`src/rtl/dram_sdp.sv`:
```
// Simple-dual-port distributed RAM: synchronous write port and a combinational read port.
// Define DRAM_OUTREG_EN to add a read-first output register, which gives a 1-cycle read latency.
module dram_sdp #(
  parameter int RAM_WIDTH      = 32,
  parameter int RAM_DEPTH      = 16,
  parameter int RAM_ADDR_WIDTH = 4
) (
  input  logic                      clk,
  input  logic                      rst_n,
  input  logic                      wen,
  input  logic [RAM_ADDR_WIDTH-1:0] waddr,
  input  logic [RAM_ADDR_WIDTH-1:0] raddr,
  input  logic [RAM_WIDTH-1:0]      din,
  output logic [RAM_WIDTH-1:0]      dout
);

  logic [RAM_WIDTH-1:0] mem_q [RAM_DEPTH];
  logic [RAM_WIDTH-1:0] rd_data;
  logic                 wr_in_range;
  logic                 rd_in_range;

  // When RAM_DEPTH is not a power of two, the upper addresses are holes.
  // Writes to those addresses are dropped, and reads from them return zero.
  assign wr_in_range = (int'(waddr) < RAM_DEPTH);
  assign rd_in_range = (int'(raddr) < RAM_DEPTH);

  // NOTE: the whole array is cleared asynchronously, so it must be built from flops rather than LUT RAM;
  // every word has to read zero as soon as rst_n falls.
  always_ff @(posedge clk or negedge rst_n) begin
    if (!rst_n) begin
      for (int i = 0; i < RAM_DEPTH; i++) begin
        mem_q[i] <= '0;
      end
    end else if (wen && wr_in_range) begin
      mem_q[waddr] <= din;
    end
  end

  assign rd_data = rd_in_range ? mem_q[raddr] : '0;

`ifdef DRAM_OUTREG_EN
  logic [RAM_WIDTH-1:0] dout_q;
  logic [RAM_WIDTH-1:0] dout_d;

  // The register samples the array before the same-edge write lands, so the read is read-first.
  assign dout_d = rd_data;

  always_ff @(posedge clk or negedge rst_n) begin
    if (!rst_n) begin
      dout_q <= '0;
    end else begin
      dout_q <= dout_d;
    end
  end

  assign dout = dout_q;
`else
  assign dout = rd_data;
`endif

endmodule

```
`config.mk`:
```
export PLATFORM = sky130hd
export DESIGN_NAME = dram_sdp
export DESIGN_NICKNAME = d
export VERILOG_FILES = /design/src/rtl/dram_sdp.sv
export SDC_FILE = /design/constraint.sdc
export NUM_CORES = 1
export LEC_CHECK = 0
export CORE_ASPECT_RATIO = 0.7
export CORE_UTILIZATION = 35
export CTS_CLUSTER_DIAMETER = 40
export DETAILED_ROUTE_END_ITERATION = 6
export SLEW_MARGIN = 20
export SYNTH_ARGS = -nofsm -noshare
export SYNTH_HDL_FRONTEND = slang
export SYNTH_SLANG_ARGS = --single-unit
export TNS_END_PERCENT = 50
```
`constraint.sdc`:
```
create_clock -name clk -period 4.1 [get_ports clk]
set_input_delay 1.23 -clock clk [delete_from_list [all_inputs] [get_ports clk]]
set_output_delay 1.23 -clock clk [all_outputs]
set_load 0.05 [all_outputs]
```
# [Word-level counts from Yosys, hierarchy flattened]
# Index checks and enable logic that the tools add are counted.
[word_totals] register_bits=512 latchBits=0 ramBits=0 rom_bits=0 inputBits=43 out_inout_bits=32 wordCells=28 mem_count=0
[op_classes] add_sub_neg=0 n_mul=0 n_div=0 n_lt_le_gt_ge=3 eq_ne=0 shifts=0 muxes=6 bitwise_logic=2 n_reduce_logical=1
[ops] op="$bwmux W512" count=1
[ops] op="$bmux W32 S4" count=1
[ops] op="$demux W32 S4" count=1
[ops] op="$mux W32" count=3
[ops] op="$ge A5 B5 Y1 const B" count=2
[ops] op="$not A4 Y5" count=2
[ops] op="$lt A5 B1 Y1 const B" count=1
[ops] op="$logic_and A1 B1 Y1" count=1

# [Depth between registers and ports, before layout]
[depth] ltp_word=6 depth_mapped=5 depth_no_buf=3

# [Worst setup path after synthesis]
# No wires, ideal clock.
[synth_timing] path_type="input port to output port" start="in raddr[0]" end="out dout[0]" arrival_ns=2.783 required_time_ns=2.870 slack_ns=0.087 path_stages=5 path_buffers=2 path_cell_list="buf_2 > buf_2 > mux4_2 > a22oi_1 > nand2_1"
[synth_via] elab_chain_cells=4
[synth_lines] element="from (decl)" line_no="12" source="input logic [RAM_ADDR_WIDTH-1:0] raddr,"
[synth_lines] element="$not A4 Y5 (not written as such)" line_no="39" source="assign rd_data = rd_in_range ? mem_q[raddr] : '0;"
[synth_lines] element="$bmux W32 S4" line_no="39"
[synth_lines] element="$mux W32 (not written as such) (2 in a row)" line_no="39"
[synth_lines] element="to (decl)" line_no="14" source="output logic [RAM_WIDTH-1:0] dout"
# Every way passes these cells. The select of a mux whose other input is x is not followed.

# [Worst setup path after layout]
[layout_timing] start="in raddr[0]" end="out dout[13]"
# Same word-level chain as after synthesis.

==> flow_summary_export.csv <==
group,metric,value,unit
run_status,outcome,"complete, no violations",
logic_synthesis,synth_edf_count,0,
sta,maxSlewHeadroom,50.4,%
sta,fin_tns_setup,0,ps
logic_synthesis,synthFlopType,"dfrtp_1",
drt,first_pass_iters,5,
logic_synthesis,avgSynthCellArea,16.2,µm²
drt,routedWlPerCell,24.0,µm
sta,fin_crit_sh,98.7,%
drt,viasPerCell,5.35,
min_path,min_path_type,"register to register",
clocking,clock_latency,600,ps
global_route,antenna_found_initial,6,
layout,largestRegisters,"mem_q (512)",
placement,hpwl,35200,µm
clocking,ctsHoldBuffers,0,
sta,setup_viol,0,
power_and_ir_drop,cellPowerDensity,590,nW/µm²
logic_synthesis,synth_top_area_share,56.3,%
clocking,cts_max_level,3,
placement,io_buffers,74,
placement,dp_slack,-76.9,ps
placement,placed_cells,2312,
die,chipHeight,215,µm
power_and_ir_drop,p_total,16.7,mW
power_and_ir_drop,p_leak,12.0,nW
placement,postPlaceCellArea,25400,µm²
global_route,grt_first_pass_wirelength,92400,µm
drt,postRouteAntennaNets,0,
drt,num_vias,13200,
setup_path,required,2870,ps
die,die_area,66100,µm²
logic_synthesis,synth_fp_nets,1447,
run,cap_violations,0,
logic_synthesis,synthTopCellsByArea,"dfrtp_1, mux2_2, mux4_2",
layout,postLayoutCoreUtil,44.5,%
global_route,grt_pass1_vias,14400,
layout,finalNonFillerCells,2470,
logic_synthesis,syn_inst,1404,
clocking,cts_tree,"yes",
drt,first_iter_violations,638,
logic_synthesis,synth_cell_types,19,
layout,final_nets,1579,
logic_synthesis,yosysMostFrequentCell,"dfrtp_1",
logic_synthesis,synth_top_cell_by_area,"dfrtp_1",
die,core_area,63700,µm²
sta,worst_pin_slew,744,ps
drt,drt-total-wl,59400,µm
layout,largest_register_ffs,512,
logic_synthesis,synthArstFlopShare,100,%
sta,slew_violations,0,
clocking,path_clk_slew,50,ps
sta,layout_setup_ws,54.3,ps
placement,routabilityCongestion,0.742,
drt,remaining_drc_errors,0,
sta,hold_violations,0,
clocking,cts_max_path_buffers,3,
die,start_util,35.8,%
layout,stdcell_area,28300,µm²
clocking,cts_sinks,512,
global_route,grt_util_all_layers,18.5,%
clocking,numCtsBuffers,79,
die,dieWidth,307,µm
logic_synthesis,yosysWarnings,0,
clocking,cts_root_buf,"clkbuf_16",
setup_path,rr_worst_depth,1,
logic_synthesis,synth-seq-area-share,56.3,%
logic_synthesis,synth_area,22800,µm²
layout,drive_gt1_share,58.8,%
layout,regMostFlops,"mem_q",
sta,period_needed,4050,ps
min_path,hold_depth,1,
sta,fin_skew,0,ps
logic_synthesis,synth_commonest_cells,"dfrtp_1, mux2_2, mux4_2",
setup_path,arrival,2820,ps
global_route,overflow,0,
setup_path,path_class,"primary input to output port",
die,rows,77,
die,io-pin-count,75,
sta,hold_ws,489,ps
sta,fmax,247,MHz
setup_path,start_kind,"primary input",
sta,rsz0062_at_grt,"no",
global_route,grt_max_degree,82,
layout,area_growth,24.4,%
setup_path,critPathMaxFanout,11,
power_and_ir_drop,peakVddDrop,332,µV
setup_path,end_kind,"output port",
logic_synthesis,ys_ff_latch,512,
==> power breakdown <==
part           internal, mW  switching [mW]
registers              6.24           0.577
logic                  1.80            1.25
clock network          4.39            2.46
==> path summary, 6_finish.rpt <==
check                            from         end  slack [ps]
min reg2reg                mem_q[230]  mem_q[230]         490
max in group asynchronous       rst_n  mem_q[231]        2470
max                          raddr[0]    dout[13]          50
min                        mem_q[230]  mem_q[230]         490
min in group asynchronous       rst_n  mem_q[265]         640
max reg2reg                  mem_q[9]    mem_q[9]        3320
==> per-layer routing <==
layer	up-vias	GRT usage, %	part of all wire [%]
met5	-	0	0.047
met4	6	4.45	1.6
met3	82	4.35	5.7
met2	278	27.5	45
met1	7265	27.4	48
li1	5573	-	-
==> what timing repair did <==
item,in CTS,in global routing
gates resized for setup,7,16
gates cloned,0,1
setup endpoints to repair,8,25
pin swaps,1,2
buffers inserted,0,11
==> final cells by class <==
cell class / count / area [µm²]
clock buffers: 97 / 2150
flip-flops and latches: 512 / 12800
multi-input cells: 765 / 9570
well taps: 869 / 1090
fillers: 5550 / 35400
repair buffers: 178 / 2120
diodes: 2 / 5.00
clock inverters: 47 / 572
==> critical path, cell delays in order <==
cell	delay, ps
buf_12	150
buf_12	170
buf_4	120
mux4_2	480
a22oi_1	200
buf_4	160
nand2_1	110
buf_12	180
==> cells by family (layout without fill, tap and decap cells) <==
logic type	after synthesis	count (layout)	share of synthesized area, %
other	0	2	0
buffers and inverters	127	322	2.43
muxes	640	640	38.0
AOI/OAI and AO/OA	64	64	2.11
and+or+nand+nor	61	61	1.23
DFF	512	512	56.3
==> cells in the final DEF (no fill, tap or decap), types with 7 or more instances in the layout <==
cell type / count
a22oi_1: 55
nand2_1: 30
clkdlybuf4s50_1: 38
nor2_4: 7
dfrtp_1: 512
mux2_2: 509
a22oi_2: 9
bufinv_16: 10
clkinv_4: 8
clkbuf_16: 84
buf_12: 48
mux4_2: 128
buf_4: 82
clkbuf_1: 12
clkinv_2: 17
inv_6: 7
Note: power is estimated with default switching activity, not from simulation.
